`config.mk`:
```
export PLATFORM = sky130hd
export DESIGN_NAME = ps2_key_decoder
export DESIGN_NICKNAME = d
export VERILOG_FILES = /design/src/rtl/ps2_pkg.sv /design/src/rtl/ps2_rx_frame.sv /design/src/rtl/ps2_key_decoder.sv
export SDC_FILE = /design/constraint.sdc
export NUM_CORES = 1
export LEC_CHECK = 0
export ABC_CLOCK_PERIOD_IN_PS = 3700
export BUFFER_PORTS_ARGS = -buffer_cell sky130_fd_sc_hd__buf_2
export CORE_ASPECT_RATIO = 1.75
export CORE_MARGIN = 5
export CORE_UTILIZATION = 50
export CTS_BUF_LIST = sky130_fd_sc_hd__clkbuf_2
export CTS_CLUSTER_SIZE = 10
export DETAILED_ROUTE_END_ITERATION = 8
export PLACE_DENSITY = 0.69
export SLEW_MARGIN = 5
export SYNTH_ARGS = -nofsm -noshare
export SYNTH_HDL_FRONTEND = slang
export SYNTH_SLANG_ARGS = --single-unit
```
`constraint.sdc`:
```
create_clock -name clock -period 3.7 [get_ports clock]
set_input_delay 0.74 -clock clock [delete_from_list [all_inputs] [get_ports clock]]
set_output_delay 0.74 -clock clock [all_outputs]
set_load 0.02 [all_outputs]
```
`src/rtl/ps2_pkg.sv`:
```
// Shared definitions for the PS/2 keyboard decoder: scan codes, FSM encodings
// and the arrow-key lookup used by both make and break handling.
package ps2_pkg;

  localparam logic [7:0] SC_EXT   = 8'hE0;
  localparam logic [7:0] SC_BRK   = 8'hF0;
  localparam logic [7:0] SC_UP    = 8'h75;
  localparam logic [7:0] SC_DOWN  = 8'h72;
  localparam logic [7:0] SC_LEFT  = 8'h6B;
  localparam logic [7:0] SC_RIGHT = 8'h74;
  localparam logic [7:0] SC_S     = 8'h1B;

  typedef enum logic {
    RX_IDLE,
    RX_RECV
  } rx_state_t;

  typedef enum logic [1:0] {
    DEC_BASE,
    DEC_EXT,
    DEC_BRK,
    DEC_EXT_BRK
  } dec_state_t;

  // One-hot direction for an arrow scan code ([3]=up ... [0]=right), 0 otherwise.
  function automatic logic [3:0] arrow_dir(input logic [7:0] code);
    logic [3:0] dir;
    dir = 4'b0000;
    case (code)
      SC_UP:    dir = 4'b1000;
      SC_DOWN:  dir = 4'b0100;
      SC_LEFT:  dir = 4'b0010;
      SC_RIGHT: dir = 4'b0001;
      default:  dir = 4'b0000;
    endcase
    return dir;
  endfunction

endpackage

```
`src/rtl/ps2_rx_frame.sv`:
```
// PS/2 frame receiver: synchronizes and deglitches the raw lines, then
// assembles 11-bit frames, checking odd parity, stop bit and inter-edge timeout.
module ps2_rx_frame
  import ps2_pkg::*;
#(
  parameter int FILTER_LEN     = 8,
  parameter int TIMEOUT_CYCLES = 50000
) (
  input  logic       clock,
  input  logic       reset,
  input  logic       ps2_clk,
  input  logic       ps2_dat,
  output logic [7:0] scancode,
  output logic       code_valid,
  output logic       frame_error
);

  localparam int FW = $clog2(FILTER_LEN + 1);
  localparam int TW = $clog2(TIMEOUT_CYCLES + 1);

  // Bit 1 carries ps2_clk, bit 0 carries ps2_dat; both idle high on the bus.
  logic [1:0] raw_lines;
  logic [1:0] sync_lines;
  assign raw_lines = {ps2_clk, ps2_dat};

  genvar gi;
  generate
    for (gi = 0; gi < 2; gi++) begin : g_sync
      logic s1_reg;
      logic s2_reg;
      // Two-flop synchronizer, reset to the bus idle level.
      always_ff @(posedge clock or posedge reset) begin
        if (reset) begin
          s1_reg <= 1'b1;
          s2_reg <= 1'b1;
        end else begin
          s1_reg <= raw_lines[gi];
          s2_reg <= s1_reg;
        end
      end
      assign sync_lines[gi] = s2_reg;
    end
  endgenerate

  logic clk_sync;
  logic dat_sync;
  assign clk_sync = sync_lines[1];
  assign dat_sync = sync_lines[0];

  logic          filt_level_reg;
  logic [FW-1:0] filt_cnt_reg;
  logic          fall;

  // Filtered clock flips only after FILTER_LEN consecutive differing samples.
  always_ff @(posedge clock or posedge reset) begin
    if (reset) begin
      filt_level_reg <= 1'b1;
      filt_cnt_reg   <= '0;
    end else if (clk_sync == filt_level_reg) begin
      filt_cnt_reg <= '0;
    end else if (filt_cnt_reg == FW'(FILTER_LEN - 1)) begin
      filt_level_reg <= clk_sync;
      filt_cnt_reg   <= '0;
    end else begin
      filt_cnt_reg <= filt_cnt_reg + 1'b1;
    end
  end

  // Falling edge is the cycle in which the filtered level is about to drop.
  assign fall = filt_level_reg && !clk_sync && (filt_cnt_reg == FW'(FILTER_LEN - 1));

  rx_state_t     state_reg, state_next;
  logic [3:0]    bit_cnt_reg, bit_cnt_next;
  logic [7:0]    shift_reg, shift_next;
  logic          parity_reg, parity_next;
  logic [TW-1:0] to_cnt_reg, to_cnt_next;
  logic [7:0]    code_reg, code_next;
  logic          valid_reg, valid_next;
  logic          err_reg, err_next;

  // Receiver state and datapath registers.
  always_ff @(posedge clock or posedge reset) begin
    if (reset) begin
      state_reg   <= RX_IDLE;
      bit_cnt_reg <= '0;
      shift_reg   <= '0;
      parity_reg  <= 1'b0;
      to_cnt_reg  <= '0;
      code_reg    <= '0;
      valid_reg   <= 1'b0;
      err_reg     <= 1'b0;
    end else begin
      state_reg   <= state_next;
      bit_cnt_reg <= bit_cnt_next;
      shift_reg   <= shift_next;
      parity_reg  <= parity_next;
      to_cnt_reg  <= to_cnt_next;
      code_reg    <= code_next;
      valid_reg   <= valid_next;
      err_reg     <= err_next;
    end
  end

  // Frame sequencing: start, 8 data bits LSB first, parity at 9, stop at 10.
  always_comb begin
    state_next   = state_reg;
    bit_cnt_next = bit_cnt_reg;
    shift_next   = shift_reg;
    parity_next  = parity_reg;
    to_cnt_next  = to_cnt_reg;
    code_next    = code_reg;
    valid_next   = 1'b0;
    err_next     = 1'b0;
    case (state_reg)
      RX_IDLE: begin
        to_cnt_next = '0;
        if (fall) begin
          if (!dat_sync) begin
            state_next   = RX_RECV;
            bit_cnt_next = 4'd1;
          end else begin
            err_next = 1'b1;
          end
        end
      end
      RX_RECV: begin
        if (fall) begin
          to_cnt_next  = '0;
          bit_cnt_next = bit_cnt_reg + 4'd1;
          if (bit_cnt_reg <= 4'd8) begin
            shift_next = {dat_sync, shift_reg[7:1]};
          end else if (bit_cnt_reg == 4'd9) begin
            parity_next = dat_sync;
          end else begin
            state_next   = RX_IDLE;
            bit_cnt_next = '0;
            if (dat_sync && (^{shift_reg, parity_reg})) begin
              code_next  = shift_reg;
              valid_next = 1'b1;
            end else begin
              err_next = 1'b1;
            end
          end
        end else if (to_cnt_reg == TW'(TIMEOUT_CYCLES - 1)) begin
          err_next     = 1'b1;
          state_next   = RX_IDLE;
          bit_cnt_next = '0;
          to_cnt_next  = '0;
        end else begin
          to_cnt_next = to_cnt_reg + 1'b1;
        end
      end
      default: state_next = RX_IDLE;
    endcase
  end

  assign scancode    = code_reg;
  assign code_valid  = valid_reg;
  assign frame_error = err_reg;

endmodule

```
`src/rtl/ps2_key_decoder.sv`:
```
// Turns PS/2 arrow and S make codes into one-cycle direction / start pulses,
// suppressing typematic repeats until the matching break code arrives.
module ps2_key_decoder
  import ps2_pkg::*;
#(
  parameter int FILTER_LEN     = 8,
  parameter int TIMEOUT_CYCLES = 50000
) (
  input  logic       clock,
  input  logic       reset,
  input  logic       ps2_clk,
  input  logic       ps2_dat,
  output logic [3:0] direction,
  output logic       start_pulse,
  output logic [7:0] scancode,
  output logic       code_valid,
  output logic       frame_error
);

  ps2_rx_frame #(
    .FILTER_LEN    (FILTER_LEN),
    .TIMEOUT_CYCLES(TIMEOUT_CYCLES)
  ) u_rx (
    .clock      (clock),
    .reset      (reset),
    .ps2_clk    (ps2_clk),
    .ps2_dat    (ps2_dat),
    .scancode   (scancode),
    .code_valid (code_valid),
    .frame_error(frame_error)
  );

  // held[4:1] mirrors direction bit order (up, down, left, right); held[0] is S.
  dec_state_t state_reg, state_next;
  logic [4:0] held_reg, held_next;
  logic [3:0] dir_reg, dir_next;
  logic       start_reg, start_next;
  logic [3:0] code_dir;

  assign code_dir = arrow_dir(scancode);

  // Decoder state, held flags and registered output pulses.
  always_ff @(posedge clock or posedge reset) begin
    if (reset) begin
      state_reg <= DEC_BASE;
      held_reg  <= '0;
      dir_reg   <= '0;
      start_reg <= 1'b0;
    end else begin
      state_reg <= state_next;
      held_reg  <= held_next;
      dir_reg   <= dir_next;
      start_reg <= start_next;
    end
  end

  // Prefix tracking (E0 / F0) and make/break handling on each received byte.
  always_comb begin
    state_next = state_reg;
    held_next  = held_reg;
    dir_next   = 4'b0000;
    start_next = 1'b0;
    if (code_valid) begin
      case (state_reg)
        DEC_BASE: begin
          if (scancode == SC_EXT) begin
            state_next = DEC_EXT;
          end else if (scancode == SC_BRK) begin
            state_next = DEC_BRK;
          end else if (scancode == SC_S) begin
            start_next   = !held_reg[0];
            held_next[0] = 1'b1;
          end
        end
        DEC_EXT: begin
          if (scancode == SC_BRK) begin
            state_next = DEC_EXT_BRK;
          end else if (scancode != SC_EXT) begin
            state_next = DEC_BASE;
            if (code_dir != 4'b0000) begin
              dir_next       = code_dir & ~held_reg[4:1];
              held_next[4:1] = held_reg[4:1] | code_dir;
            end
          end
        end
        DEC_BRK: begin
          if (scancode != SC_BRK) begin
            state_next = DEC_BASE;
            if (scancode == SC_S) held_next[0] = 1'b0;
          end
        end
        DEC_EXT_BRK: begin
          state_next     = DEC_BASE;
          held_next[4:1] = held_reg[4:1] & ~code_dir;
        end
        default: state_next = DEC_BASE;
      endcase
    end
  end

  assign direction   = dir_reg;
  assign start_pulse = start_reg;

endmodule

```
# == Word level (Yosys, flattened, before mapping) ==
# Index checks and enable logic that the tools add are counted.
# totals
word_cells,138
out_inout_bits,15
in_bits,4
reg_bits,61
# op_classes
eq_ne,29
n_mux,59
n_bitwise,9
order_cmp,1
n_addsub,3
reduce_logical,18
# ops
op,count
4-bit two-way mux,16
8-bit by 7-bit equality test with 1-bit output (second input constant),4
16-bit two-way mux,2
16-bit case mux with 2 select lines,1
1-bit two-way mux,28
2-bit inequality test (second input constant),9
16-bit by 1-bit adder with 16-bit output (second input constant),1
16-bit equality test (second input constant),1
8-bit equality test (second input constant),2
8-bit inequality test (second input constant),2
4-bit case mux with 2 select lines,2
4-bit case mux with 4 select lines,1
2-bit two-way mux,5
5-bit AND reduction,2
9-bit parity,1
4-bit by 1-bit adder with 4-bit output (second input constant),2
4-bit AND,2
8-bit by 5-bit equality test with 1-bit output (second input constant),1
4-bit NOT,2
2-bit case mux with 4 select lines,1
4-bit AND reduction,2
7-bit AND reduction,1
3-bit inequality test (second input constant),2
1-bit case mux with 2 select lines,3
other kinds (17),26

# == Longest topological paths before layout ==
# Gate-level depths: netlist of run 1.
# logic_depth
depth_word,8
mapped_depth,7
mapped_depth_nobuf,7

# == By module ==
# A second synthesis of run 1 with hierarchy kept.
# unflattened
cells_unflattened,246
area_unflattened_um2,2847.7
# modules_own_cells
mod,area_per_inst_um2,seq_area_each_um2,n_inst,cells_each
ps2_rx_frame,2248.4,1232.4,1,191
ps2_key_decoder,599.3,300.3,1,55

# == Least setup slack after synthesis of run 1 ==
# No wires, ideal clock.
# synth_path
kind,flip-flop to flip-flop
from,register u_rx.filt_level_reg
to,register u_rx.shift_reg[0]
path_stages_with_launch,6
synth_period_minus_slack_ps,1800
setup_time_ps,125
t_required_ps,3575
path_buffers,0
arrival_ps,1676
path_slack_ps,1900
path_cell_list,dfstp_2 > ha_1 > and4b_1 > nand2_1 > a21oi_2 > mux2_2
# synth_via
elab_chain_len,3
# synth_lines
element,line,source
start: declaration,ps2_rx_frame.sv:50,logic filt_level_reg;
start signal: assignment,ps2_rx_frame.sv:62,filt_level_reg <= clk_sync;
1-bit logical AND (2 in a row),ps2_rx_frame.sv:70,assign fall = filt_level_reg && !clk_sync && (filt_cnt_reg == FW'(FILTER_LEN - 1));
3-bit AND reduction (no source line),n/a,
end signal: assignment,ps2_rx_frame.sv:95,shift_reg <= shift_next;
end: declaration,ps2_rx_frame.sv:74,"logic [7:0] shift_reg, shift_next;"
# No other way between the ends.
# A chain may end at the register's enable or synchronous reset.

# == Worst setup path in the final report of run 1 ==
# layout_path
from,register u_rx.valid_reg (netlist: u_rx.code_valid)
to,output code_valid
# layout_rtl
element,line,source
start: declaration,ps2_rx_frame.sv:78,"logic valid_reg, valid_next;"
start signal: assignment,ps2_rx_frame.sv:99,valid_reg <= valid_next;
end: declaration,ps2_key_decoder.sv:16,"output logic code_valid,"
# No word-level cell between the ends.

==> results of run 1 <==
[placed cells by master (no fill, tap or decap), types with 2 or more instances in the layout]
| master | n |
|---|---|
| dfrtp_1 | 56 |
| nor2_1 | 26 |
| nand2_1 | 18 |
| mux2_2 | 18 |
| buf_2 | 18 |
| inv_1 | 10 |
| o21ai_0 | 10 |
| clkbuf_2 | 10 |
| a21oi_1 | 9 |
| nand3_1 | 9 |
| nand4_1 | 9 |
| xnor2_1 | 9 |
| xor2_1 | 8 |
| nor3_1 | 6 |
| ha_1 | 6 |
| nand2b_1 | 5 |
| nor4_1 | 5 |
| and3_1 | 5 |
| dfstp_2 | 5 |
| nor2b_1 | 3 |
| clkinv_1 | 3 |
| nand3b_1 | 2 |
| xnor3_1 | 2 |
| nand2_2 | 2 |
| a41oi_1 | 2 |
| and4_1 | 2 |
| o31ai_1 | 2 |
| nor3b_1 | 2 |
[cells in the mapped netlist, types with 2 or more instances]
cell	number
dfrtp_1	56
nor2_1	26
mux2_2	18
nand2_1	18
inv_1	11
o21ai_0	10
a21oi_1	9
nand3_1	9
nand4_1	9
xnor2_1	9
xor2_1	8
ha_1	6
nor3_1	6
and3_1	5
dfstp_2	5
nand2b_1	5
nor4_1	5
clkbuf_1	3
nor2b_1	3
a41oi_1	2
and4_1	2
nand2_2	2
nand3b_1	2
nor3b_1	2
o31ai_1	2
xnor3_1	2
[worst max-delay path by stage]
| stage | from | end | slack, ns | cells past startpoint |
|---|---|---|---|---|
| detailed placement | u_rx.to_cnt_reg[4]$_DFF_PP0_ | u_rx.to_cnt_reg[12]$_DFF_PP0_ | 1.61 | 5 |
| floorplan | reset | async pin | 1.46 | 1 |
| global placement | u_rx.to_cnt_reg[5]$_DFF_PP0_ | u_rx.to_cnt_reg[8]$_DFF_PP0_ | 1.66 | 5 |
| CTS | u_rx.code_valid$_DFF_PP0_ | code_valid | 1.54 | 1 |
| global route | u_rx.to_cnt_reg[10]$_DFF_PP0_ | u_rx.bit_cnt_reg[2]$_DFFE_PP0P_ | 1.47 | 5 |
| finish | u_rx.code_valid$_DFF_PP0_ | code_valid | 1.62 | 1 |
[power groups by stage]
| stage | Sequential (mW) | Combinational [mW] | Clock, mW |
|---|---|---|---|
| after floorplan | 0.707 | 0.0356 | 0 |
| after global placement | 0.709 | 0.0461 | 0 |
| after detailed placement | 0.710 | 0.0470 | 0 |
| after CTS | 0.698 | 0.0477 | 0.409 |
| after global routing | 0.702 | 0.0571 | 0.428 |
| final | 0.698 | 0.0459 | 0.383 |
[final cells by class]
type	count	area (um2)	share of cell area
Sequential cell	61	1533	0.5004
Multi-Input combinational cell	174	1192	0.3893
Timing Repair Buffer	19	97.59	0.03186
Tap cell	76	95.09	0.03105
Clock inverter	6	53.80	0.01757
Clock buffer	10	50.05	0.01634
Inverter	11	41.29	0.01348
[worst register-to-register path, stage by stage, from the launching register on]
cell and delay [ns]:
dfrtp_1 0.44, or4b_1 0.52, nor4_2 0.48, nor2_1 0.14, nand2_2 0.27, nor2_1 0.10
[through the flow]
stage	setup WS (ns)	area, um2
after floorplan	1.455	2789
after global placement	1.660	2959
after detailed placement	1.612	2959
after CTS	1.539	3063
after global routing	1.475	3063
final	1.618	3063
[routing by layer]
layer / up-vias / global-route usage / part of all wire
li1: 938 / - / -
met1: 945 / 0.1690 / 0.39
met2: 26 / 0.2964 / 0.55
met3: 8 / 0.05052 / 0.034
met4: 0 / 0.08721 / 0.023
met5: - / 0 / 0
[cell families after synthesis]
logic type | after synthesis
buffers and inverters | 15
muxes | 19
DFF | 61
xor gates and xnor gates | 19
AOI/OAI and AO/OA | 30
and+or+nand+nor | 100
adders and majority gates | 6
==> run summary, run 1 <==
The flow ran to the end, and the final reports show no timing, DRC or antenna violations. The tools report the sequential area share after synthesis as 0.5496. Clock insertion delay at the later pin of the skew report: 0.49 ns. The critical path goes through buf_2.

The combined buffer and inverter count along the critical path works out to 1. The analysis attributes to net switching a power of 0.2745 mW. The first global-routing pass estimated 8838 um of wire. The worst path required time is 2.96 ns. The worst hold path belongs to the class in -> reg. In this run the tool buffered the top-level ports with 18 buffer cells. During synthesis, Yosys emitted a total of 0 warnings. The normalized max-slew margin is 0.3035, and the mean area per synthesized cell is 11.16 um2. The finished layout holds 357 standard cells, fillers aside. From synthesis to final layout, the design area changed by 9.825%. Between clock sinks in the finished design, the worst skew comes to 0.01884 ns. The congestion estimate from routability-driven global placement came to 0.7394. The number of setup buffers added after CTS is 0. The mapped cell area is 2789 um2, and the post-DP HPWL is 3697 um. The die is 66.46 um wide. After synthesis, the netlist uses 41 different library cells. The post-synthesis net count came out at 260. The setup slack on the worst flop-to-flop path was 1.63 ns.

The logs give 0 for the number of failing hold endpoints at the final stage and 0 for the antenna violation net count after detailed routing. The register with the most flip-flops in the layout has 16 of them. The kind of critical path is reg -> out. The mux contribution to synthesized area is 0.07627, and the maximum cell stage delay along the critical path is 0.62 ns.

The share of the synthesized area in the top cell type works out to 0.5025. Of all nets on the critical path, the largest fanout is 13. The basic-gate share of the synthesized area counting and, or, nand and nor cells was 0.1889; the total number of clock tree sinks was 61.

In the post-synthesis netlist, the biggest area contributors are dfrtp_1 50%, mux2_2 7.3%, dfstp_2 4.7%, nor2_1 3.5%, xnor2_1 2.8%. VDD sags by at most 218.3 uV. The net total in the final layout is 286, and the minimum period implied by the final worst setup slack is 2.082 ns. The final routed wire length divided by cell count was 14.36 um; the accumulated negative setup slack was 0 ns.

For this design, the slowest cell found on the critical path is dfrtp_1. The die covers 7230 um2. The total clock buffers created by CTS is 9.

In this run the static leakage power is 1.431 nW. The run gives 0 as the post-cts gate resize count. After clock tree synthesis, the clock-pin slew on the worst setup and hold paths is 0.15 ns.

The worst register-to-register path has a depth of 5. The part of the cycle the worst path needs works out to 0.5627. The kind of cell with the highest combined delay along the critical path is flip-flops. For the largest net degree at the start of global routing, the log shows 52. For the total count of max-transition violations in the final report, the log shows 0. The synthesized-area fraction occupied by xor and xnor cells came out at 0.06954. The tool flagged a number of max-cap violations equal to 0. TritonCTS built the clock tree. The run gives 76 as the number of design-rule violations left by the first detailed-router iteration. The placeable core region came out at 5495 um2. The detailed router placed 1,917 vias in this run.

For this run, the leading register cell type out of synthesis is dfrtp_1. The share of total power in the clock network was 0.340; the post-route core utilization was 0.5574. In this run the deepest clock path goes through 2 buffers. The leading area contributor after synthesis was dfrtp_1. The root buffer cell chosen for the clock tree is clkbuf_2. Setup repair after global routing left no endpoint under its margin. The endpoint identified for the worst register-to-register timing path is u_rx.to_cnt_reg[12]$_DFF_PP0_. For this block, the routed nets add up to 5125 um of wire.

The adder-cell share of the synthesized area is 0.02692. The worst-margin pin slew works out to 1.043 ns. In this run the count of I/O pins placed on the die edge is 19.

The tools report the power share of the combinational group as 0.041. Source of the worst register-to-register timing path: u_rx.to_cnt_reg[4]$_DFF_PP0_. The number of antenna violations at the first check in global routing came out at 0. The average vias per placed instance works out to 5.370.

The run gives 0.619 as the power share of the sequential group. The initial core utilization was 0.5075. The power after layout was 1.128 mW; the vertical die dimension was 108.8 um.

STA classifies the critical path endpoint as an output port. In the routed design, unresolved DRC markers number 0. For the fmax, the log shows 480.4 MHz. The synthesized design contains 0 enable-type register cells. The compound-cell area share of the yosys netlist came out at 0.06595. In this run the power density over the cells is 368.2 nW/um2. The total internal power was 0.8532 mW; the sum of overflow across all layers after global routing was 0. STA classifies the critical path startpoint as a flop.

The worst hold path stage count works out to 1. The fraction of registers with async set or reset after synthesis works out to 1.000. The cell count after synthesis is 250, and the floorplan row count is 36. The count of final setup violators was 0; the aggregate global-route resource usage was 0.1661.

For the data arrival time of the critical path, the log shows 1.34 ns. For the number of global-route vias before repair, the log shows 1,931. The beginning of the worst hold path was ps2_dat.

For this design, the CTS-stage hold fixing added 0 buffers. The worst-case hold slack was 0.3345 ns. The fraction of layout instances using a drive strength above 1 was 0.2135.

The H-tree generated during clock tree synthesis spans 3 levels. The main combinational cell family by area after synthesis was simple AND/OR/NAND/NOR gates. The path with the worst hold slack has its endpoint at u_rx.g_sync[0].s1_reg$_DFF_PP1_. The number of iterations in the first detailed-routing pass was 4.

The switching part of the total power is 0.2434. Number of filler cells placed in the layout: 507. The number of antenna repair diodes was 0. After detailed placement, the design holds a cell count of 341. Register bit total from synthesis: 61.
Note: power is estimated with default switching activity, not from simulation.
==> inputs of run 2 (changes only) <==
--- a/config.mk
+++ b/config.mk
@@ -5,7 +5,8 @@
 export SDC_FILE = /design/constraint.sdc
 export NUM_CORES = 1
 export LEC_CHECK = 0
-export ABC_CLOCK_PERIOD_IN_PS = 3700
+export ABC_AREA = 1
+export ABC_CLOCK_PERIOD_IN_PS = 1800
 export BUFFER_PORTS_ARGS = -buffer_cell sky130_fd_sc_hd__buf_2
 export CORE_ASPECT_RATIO = 1.75
 export CORE_MARGIN = 5
@@ -13,7 +14,7 @@
 export CTS_BUF_LIST = sky130_fd_sc_hd__clkbuf_2
 export CTS_CLUSTER_SIZE = 10
 export DETAILED_ROUTE_END_ITERATION = 8
-export PLACE_DENSITY = 0.69
+export PLACE_DENSITY = 0.71
 export SLEW_MARGIN = 5
 export SYNTH_ARGS = -nofsm -noshare
 export SYNTH_HDL_FRONTEND = slang
==> constraint.sdc (replaced) <==
create_clock -name clock -period 1.8 [get_ports clock]
set_input_delay 0.36 -clock clock [delete_from_list [all_inputs] [get_ports clock]]
set_output_delay 0.36 -clock clock [all_outputs]
set_load 0.02 [all_outputs]
==> run 2 against run 1 <==
Compared with the run above: die area rose by 11%; critical endpoint is now u_rx.scancode[4]$_DFFE_PP0P_; global-route usage rose by 0.49 points; flip-flop and latch count unchanged; combinational power increased to 3.0 times the previous value; worst hold slack gained 0.027 ns; synthesized cell count increased by 57%; clock skew grew 0.011 ns; clock power is 110% higher; routed wire length up 19%; register-to-register slack lost 1.5 ns.
==> run summary, run 2 <==
The most frequent standard cell in the layout excluding fill and tap cells is nand2_1. The worst setup path is captured at a flop. For the mapped cell area, the log shows 3137 um2 (+12%). The placeable core region is 6181 um2 (+12%). The average vias per placed instance is 5.045 (-6.1%), and the adder-cell share of the synthesized area is 0.02393 (-0.002985).

The leading area contributor after synthesis was dfrtp_1. Traced cell by cell, the critical path runs through inv_1, ha_1, inv_1, o21ai_1, or2_4, nor2_8, buf_4, nand4_1, nand2_1. The die width came out at 69.88 um (+5.1%). Worst hold-check path type: reg -> reg. The post-route standard cell area excluding fillers was 3523 um2 (+15%); the setup slack on the worst flop-to-flop path was 0.12 ns (-1.51 ns). Cell count after synthesis: 393 (+57%). The library cell with the highest instance count after synthesis is nand2_1. The synthesis-to-layout area growth is 12.33%, and the total number of yosys warnings is 0 (unchanged). Antenna violation net count after detailed routing: 0 (unchanged). The worst-margin pin slew came out at 0.3762 ns (-0.6670 ns). The data arrival time of the critical path is 2.13 ns (+0.79 ns), and the clock insertion delay at the later pin of the skew report is 0.51 ns (+0.02 ns). Peak fanout along the critical path: 8 (-5).

Setup repair after global routing left no endpoint under its margin. The number of antenna repair diodes is 0 (unchanged), and the normalized max-slew margin is 0.7487 (+0.4451). The aggregate global-route resource usage was 0.1710 (+0.004870). The logs give 2,579 (+34%) for the number of global-route vias before repair and 38 (+5.6%) for the floorplan row count. The power after layout is 2.398 mW (+110%).

The tools report the count of final setup violators as 0 (unchanged). The kind of critical path was reg -> reg. The tools report the number of filler cells placed in the layout as 591 (+17%).

The flip-flop count of the largest register, all copies and words added is 16 (unchanged), and the sum of overflow across all layers after global routing is 0 (unchanged). The register bit total from synthesis was 61 (unchanged); the distinct cell type count of the synthesized netlist was 34 (-17%). The run gives 0 (unchanged) as the post-cts gate resize count. The count of H-tree levels built during CTS is 3 (unchanged), and the cell area after placement is 3374 um2 (+14%). The post-DP HPWL is 4531 um (+23%), and the initial core utilization is 0.5075 (about the same). The depth of the worst register-to-register path is 9 (+4). The final routed wire length divided by cell count is 11.83 um (-18%).

The overall routed net length was 6091 um (+19%); the fmax was 596.1 MHz. The run gives 440 (+54%) as the net total in the final layout. By area, the combinational part of the netlist is dominated by simple AND/OR/NAND/NOR gates. The largest net degree at the start of global routing is 62 (+19%). The count of vias placed by the detailed router was 2,598 (+36%). Minimum period implied by the final worst setup slack: 1.678 ns. The fraction of layout instances using a drive strength above 1 was 0.1448 (-0.06870); the clock tree skew after final layout was 0.03020 ns (+0.01136 ns). The flow ran to the end, and the final reports show no timing, DRC or antenna violations. The first-pass GRT wire length is 10,930 um (+24%), and the post-CTS clock slew at the launch and capture registers of the worst setup and hold paths is 0.16 ns (about the same).

The fraction of registers with async set or reset after synthesis is 1.000 (unchanged). Sorting the synthesized cells by how often they occur yields 116 x nand2_1, 56 x dfrtp_1, 53 x inv_1, 36 x nor2_1, 26 x nand3_1. The final routed DRC violation total is 0 (unchanged).

The total number of clock tree sinks was 61 (unchanged). The worst path required time is 2.25 ns (-0.71 ns). The global placement routability congestion came out at 0.8582 (+16%). The power density relative to cell area is 680.6 nW/um2 (+85%), and the sequential area share after synthesis is 0.4886 (-0.06094).

Reg-to-reg endpoint: u_rx.scancode[4]$_DFFE_PP0P_. The synthesized-area fraction occupied by xor and xnor cells is 0.01955 (-0.04999). The count of flip-flops with a built-in enable after synthesis was 0 (unchanged).

The post-synthesis net count was 403 (+55%); the total clock buffers created by CTS was 9 (unchanged). The number of failing hold endpoints at the final stage came out at 0 (unchanged). CTS placed an instance of clkbuf_2 at the clock tree root.

The number of max-capacitance violations reported is 0 (unchanged). Number of port buffers: 18 (unchanged). By area the synthesized netlist is led by dfrtp_1 45%, nand2_1 14%, inv_1 6.3%, nor2_1 4.3%, dfstp_2 4.2%. The total count of max-transition violations in the final report was 0 (unchanged); the total leakage power was 1.823 nW (+27%). Basic-gate share of the synthesized area counting and, or, nand and nor cells: 0.3375 (+0.1486). The maximum cell stage delay along the critical path is 0.43 ns (-0.19 ns). STA classifies the critical path startpoint as a flop. The worst-case hold slack was 0.3618 ns (+0.02724 ns); the share of the synthesized area in the top cell type was 0.4467 (-0.05572). The mean area per synthesized cell is 7.982 um2 (-28%).

TritonCTS built the clock tree. The run gives 2 (unchanged) as the worst-case clock buffer depth. The worst register-to-register path begins at u_rx.bit_cnt_reg[0]$_DFFE_PP0P_. The vertical die dimension came out at 114.8 um (+5.5%). For this run, the leading register cell type out of synthesis is dfrtp_1. In this run the worst setup path terminates at u_rx.scancode[4]$_DFFE_PP0P_.

Leaving out fill and tap cells, the most frequent cells in the layout are 116 x nand2_1, 56 x dfrtp_1, 52 x inv_1. Accumulated negative setup slack: 0 ns (unchanged). The mux contribution to synthesized area is 0 (-0.07627).

The logs give 4 (unchanged) for the number of iterations in the first detailed-routing pass and 0 (unchanged) for the number of antenna violations at the first check in global routing. The part of the cycle the worst path needs works out to 0.9320. The compound-cell area share of the yosys netlist was 0.05903 (-0.006914). Number of top-level pins: 19 (unchanged).

The most used cell along the critical path is inv_1. Critical path's slowest cell: dfrtp_1. The die outline area is 8020 um2 (+11%).

The most critical setup path has its startpoint at u_rx.bit_cnt_reg[0]$_DFFE_PP0P_. The tools report the number of design-rule violations left by the first detailed-router iteration as 106 (+39%). The maximum vdd drop was 584.4 uV (+170%).
[run 2: changes by cell type in the layout (fill, tap and decap cells not counted), sizes merged, moves of 13 or more]
cell	previous run	this run
inv	11	55
nand2	20	119
mux2	18	0
o21ai	10	23
nor2	26	41
nand3	9	27
[run 2: worst max-delay path, delay by kind of cell (launching register included)]
kind            cells  cell delay (ns)
compound gates      1             0.11
simple gates        4             0.60
flops               1             0.43
fa+ha+maj           1             0.19
buf+inv             3             0.30
[run 2: timing repair]
| item | 4_1_cts | 5_1_grt |
|---|---|---|
| setup endpoints to repair | 0 | 9 |
| buffers inserted | 0 | 2 |
| hold buffers | 3 | 0 |
| hold endpoints to repair | 58 | 0 |
[run 2: worst min-delay path by stage]
stage / depth (start not counted) / slack [ns] / to / start
2_1_floorplan: 0 / 0.35 / u_rx.clk_sync$_DFF_PP1_ / u_rx.g_sync[1].s1_reg$_DFF_PP1_
6_report: 0 / 0.36 / u_rx.dat_sync$_DFF_PP1_ / u_rx.g_sync[0].s1_reg$_DFF_PP1_
5_1_grt: 0 / 0.36 / u_rx.dat_sync$_DFF_PP1_ / u_rx.g_sync[0].s1_reg$_DFF_PP1_
3_5_place_dp: 0 / 0.35 / u_rx.dat_sync$_DFF_PP1_ / u_rx.g_sync[0].s1_reg$_DFF_PP1_
4_1_cts: 0 / 0.36 / u_rx.dat_sync$_DFF_PP1_ / u_rx.g_sync[0].s1_reg$_DFF_PP1_
3_3_place_gp: 0 / 0.35 / u_rx.dat_sync$_DFF_PP1_ / u_rx.g_sync[0].s1_reg$_DFF_PP1_
[run 2: metrics by stage]
step | setup WS [ns] | instances | utilization
finish | 0.1223 | 515 | 0.5700
global route | 0.004716 | 515 | 0.5700
CTS | 0.08560 | 513 | 0.5676
detailed placement | 0.1163 | 494 | 0.5460
global placement | 0.1708 | 494 | 0.5460
floorplan | 0.2003 | 393 | -
[run 2: layout make-up]
type	count	area, um2	area share
sequential	61	1533	0.4350
multi-input combinational	273	1380	0.3917
inverter	56	214.0	0.06072
timing repair buffer	29	192.7	0.05469
tap	80	100.1	0.02841
clock buffer	13	65.06	0.01847
clock inverter	3	38.79	0.01101
[run 2: per-layer routing]
layer,part of all wire,global-route usage,routed length (um),vias to the layer above
met4,0.027,0.1010,167,0
met1,0.39,0.1718,2376,1211
met5,0,0,0,-
met2,0.55,0.3209,3359,36
met3,0.031,0.03412,187,12
li1,-,-,-,1339
[run 2: report_power, final]
part           internal, mW  switching (mW)
Combinational        0.0504          0.0884
Sequential             1.42          0.0335
Clock                 0.339           0.464
Total                  1.81           0.586
[run 2: logic make-up (layout without fill, tap and decap cells)]
kind of cell	count (synthesis)	in the layout
AND/OR/NAND/NOR	226	226
XOR/XNOR	7	7
AO/OA/AOI/OAI	34	34
buffers and inverters	59	101
adder cells (fa/ha/maj)	6	6
flip-flops	61	61
